[config.mk]
export PLATFORM = sky130hd
export DESIGN_NAME = pim_bus_arbiter_2x1
export DESIGN_NICKNAME = d
export VERILOG_FILES = /design/src/rtl/pim_arb_pkg.sv /design/src/rtl/arb_beat_counter.sv /design/src/rtl/pim_bus_arbiter_2x1.sv
export SDC_FILE = /design/constraint.sdc
export NUM_CORES = 1
export LEC_CHECK = 0
export CAP_MARGIN = 0
export CORE_MARGIN = 1
export CORE_UTILIZATION = 35
export DETAILED_ROUTE_END_ITERATION = 10
export GPL_ROUTABILITY_DRIVEN = 0
export PLACE_DENSITY_LB_ADDON = 0.25
export RECOVER_POWER = 50
export REMOVE_ABC_BUFFERS = 1
export SYNTH_ARGS = -nofsm -noshare
export SYNTH_HDL_FRONTEND = slang
export SYNTH_SLANG_ARGS = --single-unit
export TNS_END_PERCENT = 20
[constraint.sdc]
create_clock -name clk -period 2.21 [get_ports clk]
set_input_delay 0.221 -clock clk [delete_from_list [all_inputs] [get_ports clk]]
set_output_delay 0.221 -clock clk [all_outputs]
set_load 0.01 [all_outputs]
[src/rtl/pim_arb_pkg.sv]
// Shared types and constants for the PIM result-bus arbiter.
// Latency: n/a (types only).
// Backpressure: n/a.
package pim_arb_pkg;

    typedef enum logic [1:0] {
        ARB_IDLE,
        ARB_GRANT_A,
        ARB_GRANT_B
    } arb_state_t;

    localparam logic SEL_A = 1'b0;
    localparam logic SEL_B = 1'b1;

endpackage

[src/rtl/arb_beat_counter.sv]
// Counts accepted beats of the current burst and flags the beat that hits the limit.
// Latency: count updates one cycle after inc; at_max is combinational from the count.
// Backpressure: none; the owner only pulses inc on accepted beats.
module arb_beat_counter #(
    parameter int MAX_BEATS = 16,
    parameter int CW        = $clog2(MAX_BEATS + 1)
) (
    input  logic          clk,
    input  logic          rst,
    input  logic          inc,
    input  logic          clr,
    output logic [CW-1:0] count,
    output logic          at_max
);

    logic [CW-1:0] count_q;
    logic [CW-1:0] count_d;

    always_comb begin
        count_d = count_q;
        if (clr) begin
            count_d = '0;
        end else if (inc) begin
            count_d = count_q + 1'b1;
        end
    end

    always_ff @(posedge clk or posedge rst) begin
        if (rst) begin
            count_q <= '0;
        end else begin
            count_q <= count_d;
        end
    end

    // High while the beat on the bus would be the MAX_BEATS-th of the burst.
    assign at_max = (count_q == CW'(MAX_BEATS - 1));
    assign count  = count_q;

endmodule

[src/rtl/pim_bus_arbiter_2x1.sv]
// Round-robin burst arbiter sharing one result bus between requesters A and B.
// Latency: grant one cycle after valid is seen in idle; zero-bubble handover between sides.
// Backpressure: granted side's ready follows out_ready combinationally; the other side sees 0.
module pim_bus_arbiter_2x1
    import pim_arb_pkg::*;
#(
    parameter int bus_size  = 6,
    parameter int MAX_BEATS = 16
) (
    input  logic                clk,
    input  logic                rst,
    input  logic                a_valid,
    input  logic [bus_size-1:0] a_data,
    input  logic                a_last,
    output logic                a_ready,
    input  logic                b_valid,
    input  logic [bus_size-1:0] b_data,
    input  logic                b_last,
    output logic                b_ready,
    output logic                out_valid,
    output logic [bus_size-1:0] out_data,
    output logic                out_last,
    input  logic                out_ready,
    output logic                sel,
    output logic                busy,
    output logic                overrun_err,
    input  logic                err_clr
);

    localparam int CW = $clog2(MAX_BEATS + 1);

    arb_state_t state_q, state_d;
    logic       prio_q, prio_d;
    logic       sel_q, sel_d;
    logic       ovr_q, ovr_d;

    logic          accept;
    logic          cur_last;
    logic          burst_end;
    logic          overrun;
    logic          at_max;
    logic [CW-1:0] beat_cnt;

    arb_beat_counter #(
        .MAX_BEATS (MAX_BEATS),
        .CW        (CW)
    ) u_beat_counter (
        .clk    (clk),
        .rst    (rst),
        .inc    (accept),
        .clr    (burst_end),
        .count  (beat_cnt),
        .at_max (at_max)
    );

    // The raw count is kept for debug visibility; control only needs at_max.
    logic beat_cnt_unused;
    assign beat_cnt_unused = ^beat_cnt;

    always_comb begin
        state_d   = state_q;
        prio_d    = prio_q;
        sel_d     = sel_q;
        ovr_d     = ovr_q;
        a_ready   = 1'b0;
        b_ready   = 1'b0;
        out_valid = 1'b0;
        out_last  = 1'b0;
        accept    = 1'b0;
        cur_last  = 1'b0;

        case (state_q)
            ARB_IDLE: begin
                if (a_valid && (!b_valid || prio_q == SEL_A)) begin
                    state_d = ARB_GRANT_A;
                end else if (b_valid) begin
                    state_d = ARB_GRANT_B;
                end
            end
            ARB_GRANT_A: begin
                a_ready   = out_ready;
                out_valid = a_valid;
                out_last  = a_last | at_max;
                cur_last  = a_last;
                accept    = a_valid & out_ready;
            end
            ARB_GRANT_B: begin
                b_ready   = out_ready;
                out_valid = b_valid;
                out_last  = b_last | at_max;
                cur_last  = b_last;
                accept    = b_valid & out_ready;
            end
            default: begin
                state_d = ARB_IDLE;
            end
        endcase

        burst_end = accept & (cur_last | at_max);
        overrun   = accept & at_max & ~cur_last;

        // Priority flips to the other side, which then gets first claim on the bus.
        if (burst_end) begin
            if (state_q == ARB_GRANT_A) begin
                prio_d = SEL_B;
                if (b_valid) begin
                    state_d = ARB_GRANT_B;
                end else if (a_valid) begin
                    state_d = ARB_GRANT_A;
                end else begin
                    state_d = ARB_IDLE;
                end
            end else begin
                prio_d = SEL_A;
                if (a_valid) begin
                    state_d = ARB_GRANT_A;
                end else if (b_valid) begin
                    state_d = ARB_GRANT_B;
                end else begin
                    state_d = ARB_IDLE;
                end
            end
        end

        if (overrun) begin
            ovr_d = 1'b1;
        end else if (err_clr) begin
            ovr_d = 1'b0;
        end

        if (state_d == ARB_GRANT_A) begin
            sel_d = SEL_A;
        end else if (state_d == ARB_GRANT_B) begin
            sel_d = SEL_B;
        end
    end

    always_ff @(posedge clk or posedge rst) begin
        if (rst) begin
            state_q <= ARB_IDLE;
            prio_q  <= SEL_A;
            sel_q   <= SEL_A;
            ovr_q   <= 1'b0;
        end else begin
            state_q <= state_d;
            prio_q  <= prio_d;
            sel_q   <= sel_d;
            ovr_q   <= ovr_d;
        end
    end

    assign out_data    = (sel_q == SEL_B) ? b_data : a_data;
    assign sel         = sel_q;
    assign busy        = (state_q != ARB_IDLE);
    assign overrun_err = ovr_q;

endmodule
Word level (Yosys, flattened, before mapping)
Index checks and enable logic that the tools add are counted.

cells by class
  bitwise gates (word level) = 10
  add/subtract/negate cells = 1
  muxes and demuxes = 23
  reductions and logical operators = 9
  equality and inequality tests = 5

operator list
  operator                                                                number
  2-bit two-way mux                                                       7
  5-bit two-way mux                                                       2
  1-bit two-way mux                                                       8
  1-bit case mux with 2 select lines                                      4
  2-bit nonzero test                                                      4
  6-bit two-way mux                                                       1
  5-bit by 1-bit adder with 5-bit output (second input constant)          1
  1-bit bitwise AND                                                       5
  5-bit by 4-bit equality test with 1-bit output (second input constant)  1
  2-bit by 1-bit equality test with 1-bit output (second input constant)  2
  2-bit equality test (second input constant)                             2
  2-bit case mux with 2 select lines                                      1
  1-bit bitwise OR                                                        3
  2-bit logical NOT                                                       1
  1-bit NOT                                                               2
  2-bit OR reduction                                                      1
  1-bit logical AND                                                       1
  1-bit logical NOT                                                       1
  1-bit logical OR                                                        1

storage, ports and cells
  input port bits = 20
  bits in registers = 10
  output and inout bits = 13

Longest topological paths before layout
Gate-level depths: netlist of run 1.

  word-level depth = 9
  mapped depth = 9
  gate-level depth less buffers = 9

Hierarchy
A second synthesis of run 1 with hierarchy kept.

second synthesis, totals
  cells, all modules = 77
  area total of the unflattened synthesis = 815.8 µm²

modules (own cells, without submodules)
  module               seq. area each (µm²)  cells an instance  area an instance (µm²)  times used
  pim_bus_arbiter_2x1  125.1                 53                 533.0                   1
  arb_beat_counter     125.1                 24                 282.8                   1

Worst setup path after synthesis of run 1
OpenSTA, ideal clock, no wires.

  kind = reg-to-reg
  from = reg u_beat_counter.count_q[0] (netlist: u_beat_counter.count[0])
  to = reg sel_q (netlist: sel)
  arrival time = 2107 ps
  buffers on the path = 0
  clock period less this slack = 2233 ps
  stages on the path, launching flop included = 10
  required time = 2084 ps
  setup slack = -23 ps
  cells stage by stage = dfrtp_1 ha_1 and3_1 ha_1 a221oi_4 nor3_4 mux2_4 ha_1 nand2_1 o21ai_0

on the way
  longest elaborated chain between the ends = 6

RTL lines
  element                                                                                RTL line                                                RTL
  start: declaration                                                                     arb_beat_counter.sv:16                                  logic [CW-1:0] count_q;
  start signal: assignment                                                               arb_beat_counter.sv:32                                  count_q <= count_d;
  5-bit by 4-bit equality test with 1-bit output (*)                                     arb_beat_counter.sv:37                                  assign at_max = (count_q == CW'(MAX_BEATS - 1));
  1-bit bitwise OR (*)                                                                   pim_bus_arbiter_2x1.sv:99                               burst_end = accept & (cur_last | at_max);
  1-bit bitwise AND (*)                                                                  pim_bus_arbiter_2x1.sv:99
  2-bit two-way mux (*)                                                                  pim_bus_arbiter_2x1.sv:103                              if (burst_end) begin
  2-bit by 1-bit equality test with 1-bit output or 2-bit equality test (tied branches)  pim_bus_arbiter_2x1.sv:131, pim_bus_arbiter_2x1.sv:133
  1-bit two-way mux or 2-bit nonzero test (tied branches)                                n/a
  end signal: assignment                                                                 pim_bus_arbiter_2x1.sv:147                              sel_q <= sel_d;
  end: declaration                                                                       pim_bus_arbiter_2x1.sv:34                               logic sel_q, sel_d;

Mark *: on every way between the ends. The rest lies on a longest branch, timed or not.
A chain may end at the register's enable or synchronous reset.

Worst setup path in the final report of run 1
  from = reg u_beat_counter.count_q[1] (netlist: u_beat_counter.count[1])
  to = reg sel_q (netlist: sel)

The elaborated chain is that of the path after synthesis.

==> results of run 1 <==
-- final cells by class --
| type | count | area, µm² |
|---|---|---|
| Clock buffer | 4 | 36.3 |
| Fill cell | 200 | 925 |
| Inverter | 11 | 41.3 |
| Multi-Input combinational cell | 59 | 532 |
| Sequential cell | 10 | 250 |
| Tap cell | 28 | 35.0 |
| Timing Repair Buffer | 42 | 393 |
-- worst reg2reg max path, stage by stage, from the launching register on --
cell      delay, ns
dfrtp_1        0.40
ha_2           0.18
and3_1         0.17
ha_2           0.19
a221oi_4       0.23
nor3_4         0.08
mux2_4         0.30
ha_1           0.30
nand2_1        0.06
o21ai_0        0.07
-- flip-flops by register name, summed over array words and instances, names as in the netlist --
| name | cells |
|---|---|
| prio_q | 1 |
| u_beat_counter.count | 5 |
| overrun_err | 1 |
| sel | 1 |
| state_q | 2 |
-- routing by layer --
metal | share of wire (%) | wire length, µm
met5 | 0 | 0
met4 | 0.88 | 17
met3 | 5.8 | 111
met2 | 49 | 947
met1 | 44 | 850
-- Yosys cell counts (2+ instances only) --
cell | n | area [µm²]
nand3_1 | 4 | 20.0
a41oi_1 | 2 | 17.5
a22oi_1 | 2 | 15.0
nand2_1 | 6 | 22.5
o2bb2ai_1 | 2 | 17.5
ha_1 | 7 | 87.6
a21oi_1 | 2 | 10.0
mux2_4 | 2 | 30.0
o21ai_0 | 7 | 35.0
dfrtp_1 | 10 | 250
mux2i_1 | 3 | 30.0
inv_1 | 11 | 41.3
mux2_2 | 7 | 78.8
-- kinds of logic (layout without fill, tap and decap cells) --
kind of cell / count (synthesis) / after routing
buf+inv: 13 / 57
flops: 10 / 10
fa+ha+maj: 7 / 7
simple gates: 20 / 20
mux: 13 / 13
compound gates: 19 / 19
-- power groups by stage --
| stage | logic, µW | clock network [µW] | registers, µW |
|---|---|---|---|
| floorplan | 561 | 0 | 330 |
| global placement | 904 | 0 | 342 |
| detailed placement | 923 | 0 | 345 |
| CTS | 940 | 176 | 337 |
| global route | 1010 | 186 | 349 |
| finish | 923 | 170 | 338 |
-- worst max-delay path by stage --
stage	startpoint	cells past startpoint	slack (ns)	end
final	u_beat_counter.count[1]	9	0.11	sel
after detailed placement	u_beat_counter.count[1]	9	0.05	sel
after global routing	u_beat_counter.count[1]	10	0.02	sel
after CTS	state_q[1]	6	0.04	out_valid
after floorplan	u_beat_counter.count[0]	9	-0.03	sel
after global placement	u_beat_counter.count[1]	9	0.09	sel
-- per-stage QoR --
step | setup TNS (ns) | setup slack [ns] | hold slack, ns
2_1_floorplan | -0.0251 | -0.0251 | 0.0612
4_1_cts | 0 | 0.0371 | 0.225
6_report | 0 | 0.109 | 0.358
3_3_place_gp | 0 | 0.0887 | 0.475
3_5_place_dp | 0 | 0.0519 | 0.475
5_1_grt | 0 | 0.0153 | 0.389
-- repair_timing --
action                                  4_1_cts  5_1_grt
gates resized for setup                       2        4
endpoints found under the setup margin        2        2
setup buffers                                 1        0
pin swaps                                     0        1
==> metrics.md, run 1 <==
| Metric | Value |
|---|---|
| Post-Synth XOR/XNOR Area | 0% |
| Iteration-0 DRC Markers | 7 |
| Critical Path End Type | register |
| Antenna Nets Post-Route | 0 |
| Num CTS Buffers | 3 |
| Via/cell ratio | approximately 4.9 |
| Routed WL | roughly 1900 µm |
| Post-synthesis compound-gate area fraction | 18.3% |
| Post-synth ARST share | 100% |
| Die width | 50.6 µm |
| First-pass GRT wire length | roughly 3100 µm |
| GR Util met3 | 5.76% |
| Post-synthesis cell area | a little over 800 µm² |
| H-tree lvl count | 1 |
| Sw Ratio | just under 40% |
| RSZ-0062 raised after global routing | false |
| VDD IR-drop max | ~0.72 mV |
| Worst-path cell chain | ha_2 > and3_1 > ha_2 > a221oi_4 > nor3_4 > mux2_4 > ha_1 > nand2_1 > o21ai_0 |
| Outcome | complete, no violations |
| CP Class | register to register |
| Clock Sinks | 10 |
| PD cells | around 1100 nW/µm² |
| Crit path max fanout | 3 |
| LEAKAGE | about 0.00055 µW |
| Max Cap Violations | 0 |
| EDFF count, synth | 0 |
| Req. time, crit path | roughly 2.4 ns |
| Met2 usage | between 20 and 30% |
| Final Core Density | between 50% and 60% |
| Met1 GRT Util | approximately a fifth |
| Worst-margin pin slew | 0.394 ns |
| Worst skew pair latency | between 0.2 and 0.3 ns |
| Total number of vias | between 700 and 800 |
| Vias in the first global route | about 700 |
| Most used flip-flop cell after synthesis | dfrtp_1 |
| Nets@finish | around 150 |
| Rel. slew slack | roughly 74% |
| Row count | 17 |
| Avg WL per Cell | about 13 µm |
| Switch Pwr | around 570 µW |
| Chip height | 50.6 µm |
| Achievable Freq | around 480 MHz |
| Mux share of post-synthesis cell area | between 10% and 20% |
| R2R depth | 9 |
| Worst stage delay on the critical path | roughly 0.40 ns |
| DRC | 0 |
| Fraction of layout cells with a size suffix above 1 | 26.2% |
| CP Buf/Inv Count | 0 |
| Initial antenna violation count | 0 |
| Main combinational cell family by area after synthesis | multiplexers |
| Full die area | ~2600 µm² |
| Most frequent cells in the layout | clkdlybuf4s50_1 (27), inv_1 (11), dfrtp_1 (10), buf_4 (9) |
| Worst r2r dst | sel |
| Adder-cell share of the synthesized area | around a tenth |
| Final instance area | 1290 µm² |
| Critical path's slowest cell | dfrtp_1 |
| Commonest non-fill, non-tap cell in the layout | clkdlybuf4s50_1 |
| CTS root buf | clkbuf_4 |
| Final Hold Vio Count | 0 |
| R2R Setup Slk | ~0.11 ns |
| Kind of cell adding the most delay to the critical path | adder cells |
| Clock power frac | about an eighth |
| Area growth syn-to-layout | 55.4% |
| Post-Synth Simple-Gate Area | 15.7% |
| I/O Buffers | 32 |
| Initial core utilization | 37.4% |
| Ys Warns | 0 |
| Final min period | between 2 and 2.5 ns |
| CTS tree | built |
| Largest net degree at the start of global routing | 11 |
| Iteration count of the initial detailed-routing pass | 4 |
| Core area | between 2000 and 2500 µm² |
| Clock Skews | 0.00438 ns |
| Global route overflow | 0 |
| Max Slew Vio Count | 0 |
| Post-DP HPWL | between 1500 and 2000 µm |
| Global route hottest layer | met2 |
| Number of I/O pins | 33 |
| Hold Path Class | input pin to async pin |
| Mapped Cells | between 80 and 90 |
| R2r startpoint | u_beat_counter.count[1] |
| Fin crit share | 95.1% |
| Syn_area_per_cell | slightly above 10 µm² |
| Combinational share of power | 64.5% |
| Placement Cell Area | about 1200 µm² |
| Register area share after synthesis | between 30% and 40% |
| Synthesized flop and latch total | 10 |
| Clock Tree Buf Depth | 2 |
| Most numerous cell on the critical path | ha_2 |
| Finished Layout Cells | about 150 |
| Critical path launch point type | register |
| Critical Path AT | 2.26 ns |
| Yosys cell types | 30 |
| Power Total | about 1400 µW |
| Reg power frac | about a quarter |
| Ant. Diodes | 0 |
| Endpoints failing setup | 0 |
| Placed cell count | 149 |
| Internal cell power | ~860 µW |
| Reg clk slew, reported paths | 0.07 ns |
| Cts hold-fix bufs | 0 |
| Tot GR Track Use | 16.6% |
No activity file was read; power rests on OpenSTA's default activity.
==> run 2: changes to the inputs <==
--- a/config.mk
+++ b/config.mk
@@ -6,12 +6,13 @@
 export NUM_CORES = 1
 export LEC_CHECK = 0
 export CAP_MARGIN = 0
+export CORE_ASPECT_RATIO = 0.6
 export CORE_MARGIN = 1
 export CORE_UTILIZATION = 35
 export DETAILED_ROUTE_END_ITERATION = 10
 export GPL_ROUTABILITY_DRIVEN = 0
 export PLACE_DENSITY_LB_ADDON = 0.25
-export RECOVER_POWER = 50
+export RECOVER_POWER = 100
 export REMOVE_ABC_BUFFERS = 1
 export SYNTH_ARGS = -nofsm -noshare
 export SYNTH_HDL_FRONTEND = slang
==> metrics.md, run 2 (synthesized netlist as in run 1, its figures left out) <==
| Metric | Value |
|---|---|
| Worst-margin pin slew | 0.384 ns |
| Full die area | between 2000 and 3000 µm² |
| Die width | ~65 µm |
| Final Hold Vio Count | 0 |
| Initial core utilization | a little under two fifths |
| Worst stage delay on the critical path | approximately 0.40 ns |
| Finished Layout Cells | 156 |
| Vias in the first global route | approximately 770 |
| Row count | 13 |
| Number of I/O pins | 33 |
| Total number of vias | between 700 and 800 |
| I/O Buffers | 32 |
| Ant. Diodes | 0 |
| Max Cap Violations | 0 |
| Setup TNS | 0 ns |
| Routed WL | between 2000 and 2500 µm |
| LEAKAGE | approximately 0.00056 µW |
| Area growth syn-to-layout | 64.8% |
| Worst-path cell chain | ha_2 > and3_4 > ha_4 > a221oi_4 > nor3_4 > buf_6 > mux2i_2 > ha_1 > nand2_1 > o21ai_0 |
| Req. time, crit path | about 2.3 ns |
| Endpoints failing setup | 0 |
| Largest register FFs | 5 |
| CP Class | register to register |
| Tot GR Track Use | between 10% and 20% |
| Most frequent cells in the layout | clkdlybuf4s50_1 (29), inv_1 (10), buf_4 (10), dfrtp_1 (9) |
| PD cells | between 1000 and 1500 nW/µm² |
| Critical path launch point type | register |
| Placed cell count | between 150 and 200 |
| Final min period | around 2.2 ns |
| Post-DP HPWL | between 1500 and 2000 µm |
| Via/cell ratio | about 5 |
| Iteration-0 DRC Markers | 42 |
| Largest net degree at the start of global routing | 11 |
| Reg clk slew, reported paths | ~0.050 ns |
| Worst skew pair latency | approximately 0.23 ns |
| Core area | around 2200 µm² |
| R2r startpoint | u_beat_counter.count[1] |
| Chip height | 39.7 µm |
| Critical Path End Type | register |
| CTS root buf | clkbuf_8 |
| Setup WS post-layout | between 0.05 and 0.06 ns |
| R2R Setup Slk | 0.05 ns |
| Antenna Nets Post-Route | 0 |
| DRC | 0 |
| Hold Path Class | input pin to async pin |
| Initial antenna violation count | 0 |
| Fillers | between 150 and 200 |
| Max Slew Vio Count | 0 |
| H-tree lvl count | 1 |
| RSZ-0062 raised after global routing | true |
| Outcome | complete, no violations |
| Critical path's slowest cell | dfrtp_1 |
| Critical Path AT | about 2.3 ns |
| First-pass GRT wire length | 3500 µm |
| Avg WL per Cell | roughly 15 µm |
| Crit path max fanout | 4 |
| Clock Tree Buf Depth | 2 |
| Nets@finish | 155 |
| Power Total | 1630 µW |
| VDD IR-drop max | 0.793 mV |
| Achievable Freq | between 400 and 500 MHz |
| Commonest non-fill, non-tap cell in the layout | clkdlybuf4s50_1 |
| Area of the multi-input gates | 584 µm² |
| Num CTS Buffers | 3 |
| Fraction of layout cells with a size suffix above 1 | about a third |
| Clock Skews | approximately 0.0066 ns |
| Place WS | -0.0129 ns |
| Clock Sinks | 10 |
| FF+latch area | ~250 µm² |
| CTS tree | built |
| Final Hold Slack | between 0.3 and 0.4 ns |
| Global route overflow | 0 |
| Worst r2r dst | sel |
| R2R depth | 10 |
| Rel. slew slack | 74.4% |
| Fin crit share | a little over nine tenths |
| Iteration count of the initial detailed-routing pass | 4 |
-- run 2: cell types whose count changed in the layout (fill, tap and decap cells not counted), moves of 2 or more --
cell,delta
clkbuf_4,-3
clkbuf_8,+2
clkdlybuf4s50_1,+2
ha_2,-2
ha_4,+3
-- run 2: worst max-delay path by stage --
stage / start / endpoint / slack [ns] / cells after the start
CTS: u_beat_counter.count[1] / sel / 0.002 / 10
floorplan: u_beat_counter.count[0] / sel / -0.03 / 9
finish: u_beat_counter.count[1] / sel / 0.05 / 10
global placement: u_beat_counter.count[1] / sel / 0.08 / 9
detailed placement: u_beat_counter.count[1] / sel / -0.01 / 10
global route: u_beat_counter.count[1] / sel / -0.02 / 10
-- run 2: cell type report --
type / instances / area share (%)
well taps: 30 / 2.75
repair buffers: 43 / 30.0
clock buffers: 3 / 3.02
multi-input cells: 59 / 42.8
flip-flops and latches: 10 / 18.4
inverters: 11 / 3.02
-- run 2: routing by layer --
layer  routed length, µm  part of all wire [%]  global-route usage, %  vias up
met2                1080                    46                   29.9       30
met1                1120                    48                   25.7      372
met5                   0                     0                      0        -
met3                 122                   5.2                   6.40        2
li1                    -                     -                      -      382
met4                  14                  0.60                   3.89        0
-- run 2: through the flow --
step	instance area (µm²)	util (%)
after floorplan	813	-
after detailed placement	1250	56.8
final	1370	62.2
after global placement	1250	56.8
after CTS	1300	59.0
after global routing	1370	62.2
-- run 2: report_power, final --
| part | total, µW | leakage [µW] | switching [µW] | internal (µW) |
|---|---|---|---|---|
| Sequential | 351 | 0.000120 | 89.5 | 262 |
| Clock | 187 | 0.0000216 | 68.4 | 119 |
| Combinational | 1090 | 0.000420 | 498 | 595 |
| Total | 1630 | 0.000561 | 656 | 976 |
-- run 2: worst max-delay path: cells and delay by family (launching register included) --
kind	cells	cell delay (ns)
adder cells (fa/ha/maj)	3	0.69
flip-flops	1	0.40
AO/OA/AOI/OAI	2	0.32
multiplexers	1	0.15
AND/OR/NAND/NOR	3	0.33
buffers and inverters	1	0.14
-- run 2: timing repair --
action                     CTS  global route
buffers inserted             0             1
resized for setup            3            12
pin swaps                    0             1
setup endpoints to repair    2             2
hold buffers                 0             0
==> run 3: changes to the inputs <==
--- a/config.mk
+++ b/config.mk
@@ -8,7 +8,7 @@
 export CAP_MARGIN = 0
 export CORE_ASPECT_RATIO = 0.6
 export CORE_MARGIN = 1
-export CORE_UTILIZATION = 35
+export CORE_UTILIZATION = 38
 export DETAILED_ROUTE_END_ITERATION = 10
 export GPL_ROUTABILITY_DRIVEN = 0
 export PLACE_DENSITY_LB_ADDON = 0.25
==> metrics.md, run 3 (synthesized netlist as in run 1, its figures left out) <==
| Metric | Value |
|---|---|
| Worst stage delay on the critical path | 0.54 ns |
| Largest register FFs | 5 |
| Worst r2r dst | sel |
| Total number of vias | a little under 800 |
| CP Class | register to output port |
| Iteration count of the initial detailed-routing pass | 4 |
| Cts hold-fix bufs | 0 |
| Worst-margin pin slew | approximately 0.39 ns |
| Req. time, crit path | between 1.5 and 2 ns |
| Power Total | ~1600 µW |
| Max Cap Violations | 0 |
| I/O Buffers | 32 |
| H-tree lvl count | 1 |
| PD cells | roughly 1200 nW/µm² |
| Crit path max fanout | 4 |
| R2r startpoint | u_beat_counter.count[1] |
| Final instance area | about 1400 µm² |
| Routed WL | about 2200 µm |
| Largest net degree at the start of global routing | 11 |
| Chip height | approximately 38 µm |
| Initial antenna violation count | 0 |
| Via/cell ratio | between 5 and 6 |
| Number of I/O pins | 33 |
| Critical Path End Type | output port |
| Critical path launch point type | register |
| Place WS | -0.0239 ns |
| Ant. Diodes | 0 |
| Row count | 12 |
| CTS tree | built |
| Post-DP HPWL | ~1700 µm |
| Clock Sinks | 10 |
| Clock Tree Buf Depth | 2 |
| Most numerous cell on the critical path | inv_1 |
| Critical path's slowest cell | clkdlybuf4s50_1 |
| Core area | about 2000 µm² |
| Reg clk slew, reported paths | around 0.070 ns |
| R2R depth | 10 |
| R2R Setup Slk | 0.11 ns |
| Most frequent cells in the layout | clkdlybuf4s50_1 (28), buf_4 (13), inv_1 (11), dfrtp_1 (10), mux2_2 (7) |
| Num CTS Buffers | 3 |
| Die width | 62.3 µm |
| Final Core Density | 69.6% |
| Tot GR Track Use | 19.0% |
| Fillers | approximately 150 |
| Worst-path cell chain | inv_1 > ha_1 > buf_4 > inv_1 > nor2_1 > clkdlybuf4s50_1 |
| Initial core utilization | a little over two fifths |
| Area growth syn-to-layout | 64.0% |
| Final min period | roughly 2.1 ns |
| Achievable Freq | between 400 and 500 MHz |
| Hold Path Class | input pin to async pin |
| Nets@finish | about 160 |
| Fraction of layout cells with a size suffix above 1 | between 30% and 40% |
| Global route overflow | 0 |
| Vias in the first global route | about 750 |
| Final Hold Vio Count | 0 |
| CTS root buf | clkbuf_4 |
| Critical Path AT | approximately 1.9 ns |
| Setup WS post-layout | 0.0961 ns |
| VDD IR-drop max | around 0.65 mV |
| Fin crit share | between 90% and 100% |
| LEAKAGE | 0.000562 µW |
| Rel. slew slack | 74.3% |
| Clock Skews | about 0.0044 ns |
| DRC | 0 |
| Outcome | complete, no violations |
| Commonest non-fill, non-tap cell in the layout | clkdlybuf4s50_1 |
| Setup TNS | 0 ns |
| Antenna Nets Post-Route | 0 |
| Endpoints failing setup | 0 |
| Full die area | 2380 µm² |
| Avg WL per Cell | about 14 µm |
| Worst skew pair latency | 0.27 ns |
| Max Slew Vio Count | 0 |
| First-pass GRT wire length | roughly 3300 µm |
| Placement Cell Area | 1240 µm² |
| Iteration-0 DRC Markers | 15 |
==> run 3: cell types whose count changed in the layout (fill, tap and decap cells not counted), sizes merged <==
cell	change
buf	+2
clkbuf	+1
clkdlybuf4s50	-1
dlygate4sd2	+1
dlygate4sd3	+1
dlymetal6s2s	-1
==> run 3: where the power goes <==
group / switching [µW] / internal, µW / leakage, µW
logic: 499 / 589 / 0.000420
clock network: 65.2 / 100 / 0.0000210
registers: 76.9 / 259 / 0.000121
total: 641 / 949 / 0.000562
==> run 3: area by class of cell <==
| cell class | count | area (µm²) | area share [%] |
|---|---|---|---|
| Inverter | 11 | 41.3 | 3.04 |
| Multi-Input combinational cell | 59 | 579 | 42.6 |
| Clock buffer | 4 | 36.3 | 2.67 |
| Sequential cell | 10 | 250 | 18.4 |
| Timing Repair Buffer | 45 | 417 | 30.7 |
| Tap cell | 28 | 35.0 | 2.58 |
==> run 3: repair_timing <==
item,in CTS,in global routing
resized for setup,3,8
setup endpoints to repair,3,2
pin swaps,0,0
buffers inserted,0,4
==> run 3: how the worst max path moves through the flow <==
stage / end / from
final: out_valid / state_q[1]
after global routing: out_valid / state_q[1]
after CTS: sel / u_beat_counter.count[0]
after detailed placement: sel / u_beat_counter.count[0]
after global placement: sel / u_beat_counter.count[0]
after floorplan: sel / u_beat_counter.count[0]
==> run 3: metrics by stage <==
step / cells / hold slack [ns]
2_1_floorplan: 80 / 0.0612
3_3_place_gp: 149 / 0.472
3_5_place_dp: 149 / 0.478
4_1_cts: 153 / 0.235
5_1_grt: 157 / 0.402
6_report: 157 / 0.360
==> run 3: layer usage <==
metal / wire length [µm] / up-vias / track usage, %
met5: 0 / - / 0
met4: 14 / 0 / 3.49
met3: 149 / 5 / 7.14
met2: 1010 / 32 / 33.2
met1: 1060 / 368 / 23.0
li1: - / 390 / -
==> run 3: worst max-delay path: cells and delay by family, from the launching register on <==
family / cells / cell delay, ns
flip-flops: 1 / 0.37
buffers and inverters: 4 / 0.84
adder cells (fa/ha/maj): 1 / 0.31
AND/OR/NAND/NOR: 1 / 0.10
